<file path="config.mk">
export PLATFORM = sky130hd
export DESIGN_NAME = sum_accumulator
export DESIGN_NICKNAME = d
export VERILOG_FILES = /design/src/rtl/sum_accumulator.sv
export SDC_FILE = /design/constraint.sdc
export NUM_CORES = 1
export LEC_CHECK = 0
export CORE_UTILIZATION = 50
export CTS_BUF_LIST = sky130_fd_sc_hd__clkbuf_16
export DETAILED_ROUTE_END_ITERATION = 7
export PLACE_DENSITY = 0.75
export SLEW_MARGIN = 20
export SYNTH_ARGS = -nofsm -noshare
export SYNTH_HDL_FRONTEND = slang
export SYNTH_SLANG_ARGS = --single-unit
</file>
<file path="constraint.sdc">
create_clock -name clk -period 3.1 [get_ports clk]
set_clock_uncertainty 0.05 [all_clocks]
set_input_delay 0.31 -clock clk [delete_from_list [all_inputs] [get_ports clk]]
set_output_delay 0.31 -clock clk [all_outputs]
set_load 0.01 [all_outputs]
</file>
<file path="src/rtl/sum_accumulator.sv">
// Streaming frame accumulator: totals unsigned 32-bit beats into an ACC_WIDTH sum with beat count.
// Define SUM_ACCUMULATOR_SAT_EN to clamp the accumulator on overflow instead of wrapping.
module sum_accumulator #(
  parameter int unsigned ACC_WIDTH = 40,
  parameter int unsigned COUNT_W   = 8
) (
  input  logic                 clk,
  input  logic                 rst_n,
  input  logic                 in_valid,
  output logic                 in_ready,
  input  logic [31:0]          in_data,
  input  logic                 in_last,
  output logic                 out_valid,
  input  logic                 out_ready,
  output logic [ACC_WIDTH-1:0] out_sum,
  output logic [COUNT_W-1:0]   out_count,
  output logic                 out_ovf
);

  localparam int unsigned SumW = ACC_WIDTH + 1;

  typedef enum logic [0:0] {StAccum, StDone} state_e;

  state_e               state_q, state_d;
  logic [ACC_WIDTH-1:0] acc_q, acc_d;
  logic [COUNT_W-1:0]   cnt_q, cnt_d;
  logic                 ovf_q, ovf_d;
  logic                 out_valid_q, out_valid_d;
  logic [ACC_WIDTH-1:0] out_sum_q, out_sum_d;
  logic [COUNT_W-1:0]   out_count_q, out_count_d;
  logic                 out_ovf_q, out_ovf_d;

  logic                 accept;
  logic [SumW-1:0]      sum_ext;
  logic                 carry;
  logic [ACC_WIDTH-1:0] acc_new;
  logic [COUNT_W-1:0]   cnt_new;
  logic                 ovf_new;

  assign in_ready = rst_n & ((state_q == StAccum) | out_ready);
  assign accept   = in_valid & in_ready;

  // acc/cnt/ovf are cleared when a frame closes, so this update also covers the
  // first beat of a frame accepted in the DONE state.
  assign sum_ext = SumW'(acc_q) + SumW'(in_data);
  assign carry   = sum_ext[ACC_WIDTH];
`ifdef SUM_ACCUMULATOR_SAT_EN
  assign acc_new = carry ? {ACC_WIDTH{1'b1}} : sum_ext[ACC_WIDTH-1:0];
`else
  assign acc_new = sum_ext[ACC_WIDTH-1:0];
`endif
  assign cnt_new = (cnt_q == {COUNT_W{1'b1}}) ? cnt_q : cnt_q + COUNT_W'(1);
  assign ovf_new = ovf_q | carry;

  always_comb begin
    state_d     = state_q;
    acc_d       = acc_q;
    cnt_d       = cnt_q;
    ovf_d       = ovf_q;
    out_valid_d = out_valid_q;
    out_sum_d   = out_sum_q;
    out_count_d = out_count_q;
    out_ovf_d   = out_ovf_q;

    unique case (state_q)
      StAccum: ;
      StDone: begin
        if (out_ready) begin
          out_valid_d = 1'b0;
          state_d     = StAccum;
        end
      end
      default: state_d = StAccum;
    endcase

    if (accept) begin
      if (in_last) begin
        out_sum_d   = acc_new;
        out_count_d = cnt_new;
        out_ovf_d   = ovf_new;
        out_valid_d = 1'b1;
        acc_d       = '0;
        cnt_d       = '0;
        ovf_d       = 1'b0;
        state_d     = StDone;
      end else begin
        acc_d = acc_new;
        cnt_d = cnt_new;
        ovf_d = ovf_new;
      end
    end
  end

  always_ff @(posedge clk or negedge rst_n) begin
    if (!rst_n) begin
      state_q     <= StAccum;
      acc_q       <= '0;
      cnt_q       <= '0;
      ovf_q       <= 1'b0;
      out_valid_q <= 1'b0;
      out_sum_q   <= '0;
      out_count_q <= '0;
      out_ovf_q   <= 1'b0;
    end else begin
      state_q     <= state_d;
      acc_q       <= acc_d;
      cnt_q       <= cnt_d;
      ovf_q       <= ovf_d;
      out_valid_q <= out_valid_d;
      out_sum_q   <= out_sum_d;
      out_count_q <= out_count_d;
      out_ovf_q   <= out_ovf_d;
    end
  end

  assign out_valid = out_valid_q;
  assign out_sum   = out_sum_q;
  assign out_count = out_count_q;
  assign out_ovf   = out_ovf_q;

endmodule

</file>
==> reports/metrics.csv <==
stage,metric,value,unit
status,outcome,"finished, final reports clean",
floorplanning,die_area,12200,sq um
detailed_routing,via_per_inst,5.74,
yosys,synth_cells,643,
detailed_routing,post_drt_wl_per_cell,16.9,um
clock_network,htreeDepth,3,
timing,fmax,0.340,GHz
critical_path,start_kind,primary input,
clock_network,insertion_delay,0.35,ns
clock_network,cts_tree,built,
timing,tightestPinTransition,0.782,ns
placement,io_buffers,87,
placement,dp_hpwl,11000,um
critical_path,endpoint_kind,flip-flop,
yosys,synth_cell_type_count,58,
critical_path,required,3.29,ns
grt,grt_pass1_wl,25700,um
timing,fin_crit,2.94,ns
detailed_routing,drtPass1Iterations,5,
power,p_per_area,883,nW/um^2
yosys,ys_ff_latch,100,
floorplanning,initial_utilization,51.3,%
timing,finalSetupViolCount,0,
yosys,async_flop_share,100,%
yosys,seq_area_frac_synth,42.5,%
job,drv_cap,0,
grt,grt_pass1_vias,5226,
detailed_routing,drc_errors,0,
yosys,synth-edff-count,0,
finish,most-common-layout-cells,"nand2_1, dfrtp_1, clkdlybuf4s50_1",
placement,place.gp.congestion,0.887,
floorplanning,die_y,111,um
critical_path,arrival,3.13,ns
finish,drive_above_1_share,10.5,%
grt,grt_util_all_layers,25.8,%
clock_network,numCtsBuffers,9,
finish,fin_cells,893,
timing,hold_viol,0,
finish,fin_util,64.5,%
detailed_routing,num_vias,5127,
placement,dp.cells,875,
detailed_routing,drt_iter0_drc,244,
grt,grt_max_degree,62,
clock_network,cts.sinks,100,
timing,rsz0062_at_grt,false,
yosys,synthesis.area,5890,sq um
clock_network,clk_pin_slew,0.07,ns
detailed_routing,wirelength,15000,um
critical_path,ff2ff_setup_slack,0.24,ns
worst_hold_path,hold_class,primary input to asynchronous set/reset pin,
critical_path,crit_fanout,3,
critical_path,criticalPathCategory,primary input to flip-flop,
power,p_leak,3.30,nW
grt,antenna_found_initial,0,
grt,overflow,0,
finish,num-fill-cells,950,
timing,slew_viol_final,0,
floorplanning,io-pin-count,88,
finish,layout_commonest_cell,nand2_1,
detailed_routing,ant_nets,0,
yosys,ys.flop_type,dfrtp_1,
power,peakVddDrop,0.464,mV
floorplanning,coreArea,11500,sq um
timing,post-route-period-util,94.8,%
floorplanning,rows,39,
finish,area_growth,25.7,%
yosys,syn_avg_cell_area,9.16,sq um
yosys,synth_nets,714,
yosys,yosysWarnings,0,
clock_network,cts_root_buf,clkbuf_16,
clock_network,cts_buffer_depth,2,
power,power.total,0.00654,W
finish,n_antenna_cell,0,
floorplanning,die-width,111,um
finish,fin_nets,816,
timing,slew_headroom,47.9,%
==> metrics by stage <==
stage                     setup slack, ns  setup TNS (ns)  cell area [sq um]  hold WS (ns)
final                               0.161               0               7400         0.230
after global routing              0.00905               0               7400         0.232
after CTS                          0.0818               0               7380         0.224
after detailed placement           -0.242           -1.14               7040        0.0550
after global placement             -0.102          -0.217               7040        0.0559
after floorplan                     0.477               0               5890       -0.0356
==> layer usage <==
metal	track usage, %	wire length, um
met3	4.72	620
met2	43.7	7460
met4	7.29	230
met1	33.8	6740
met5	0	0
==> kinds of logic after synthesis <==
group,count (synthesis),share of synthesized area [%]
simple gates,219,16.8
mux,12,2.27
flops,100,42.5
xor+xnor,39,5.80
fa+ha+maj,34,7.35
compound gates,198,22.3
buf+inv,41,3.02
==> synth_stat cells (4+ instances only) <==
library cell	n	area share, %
ha_1	33	7.0
a21o_1	10	1.3
nand2b_1	5	0.53
a22o_1	21	3.1
a21oi_1	44	3.7
o31ai_1	7	0.89
o21bai_1	7	0.89
o21ai_1	38	3.2
nor3_1	15	1.3
o21ai_0	34	2.9
nor2b_1	4	0.42
and2_1	4	0.42
nand2_1	117	7.5
a211oi_1	4	0.51
nor2_1	36	2.3
nand3_1	8	0.68
or3_1	5	0.53
xor2_1	15	2.2
dfrtp_1	100	42
and3_1	6	0.64
inv_1	15	0.96
xnor2_1	24	3.6
a21oi_2	6	0.89
a31oi_1	6	0.64
mux2_2	11	2.1
nand4_1	7	0.74
clkbuf_1	22	1.4
==> where the power goes <==
part	internal, W	switching (W)	total, W	leakage (nW)
registers	0.00173	0.000271	0.00200	1.28
clock network	0.000722	0.000535	0.00126	0.160
logic	0.00154	0.00174	0.00328	1.86
==> flip-flops by register name (all words and copies together) (netlist names) <==
signal / count
out_valid: 1
ovf_q: 1
acc_q: 40
out_ovf: 1
cnt_q: 8
out_sum: 40
out_count: 8
state_q: 1
==> critical path, cell delays in order <==
cell and delay [ns]:
clkdlybuf4s50_1 0.48, ha_1 0.17, inv_1 0.05, fa_1 0.42, nand2b_1 0.20, a21oi_2 0.17
o2111ai_1 0.21, o21ai_2 0.22, buf_4 0.13, buf_4 0.10, nand2_1 0.05, and3_1 0.20
xnor2_1 0.14, mux2_2 0.27
==> worst paths after layout <==
check | cells after the start | endpoint | startpoint
setup / recovery | 14 | out_sum[22] | in_data[0]
hold / removal | 2 | out_count[2] | rst_n
setup reg to reg | 13 | out_sum[22] | acc_q[0]
hold reg to reg | 2 | out_sum[8] | out_sum[8]
max in group asynchronous | 3 | acc_q[22] | rst_n
min in group clk | 2 | out_sum[8] | out_sum[8]
==> cell type report <==
type | instances | area (sq um) | area share (%)
timing repair buffer | 117 | 1110 | 15.0
inverter | 15 | 56.3 | 0.761
clock buffer | 9 | 225 | 3.04
multi-input combinational | 502 | 3220 | 43.5
tap | 143 | 179 | 2.42
sequential | 100 | 2500 | 33.8
clock inverter | 7 | 108 | 1.45
==> timing repair <==
action                                  4_1_cts  5_1_grt
hold endpoints to repair                      1        0
gates resized for setup                       0        2
endpoints found under the setup margin        0        4
hold buffers                                  1        0
buffers inserted                              0        1
Note: power is estimated with default switching activity, not from simulation.
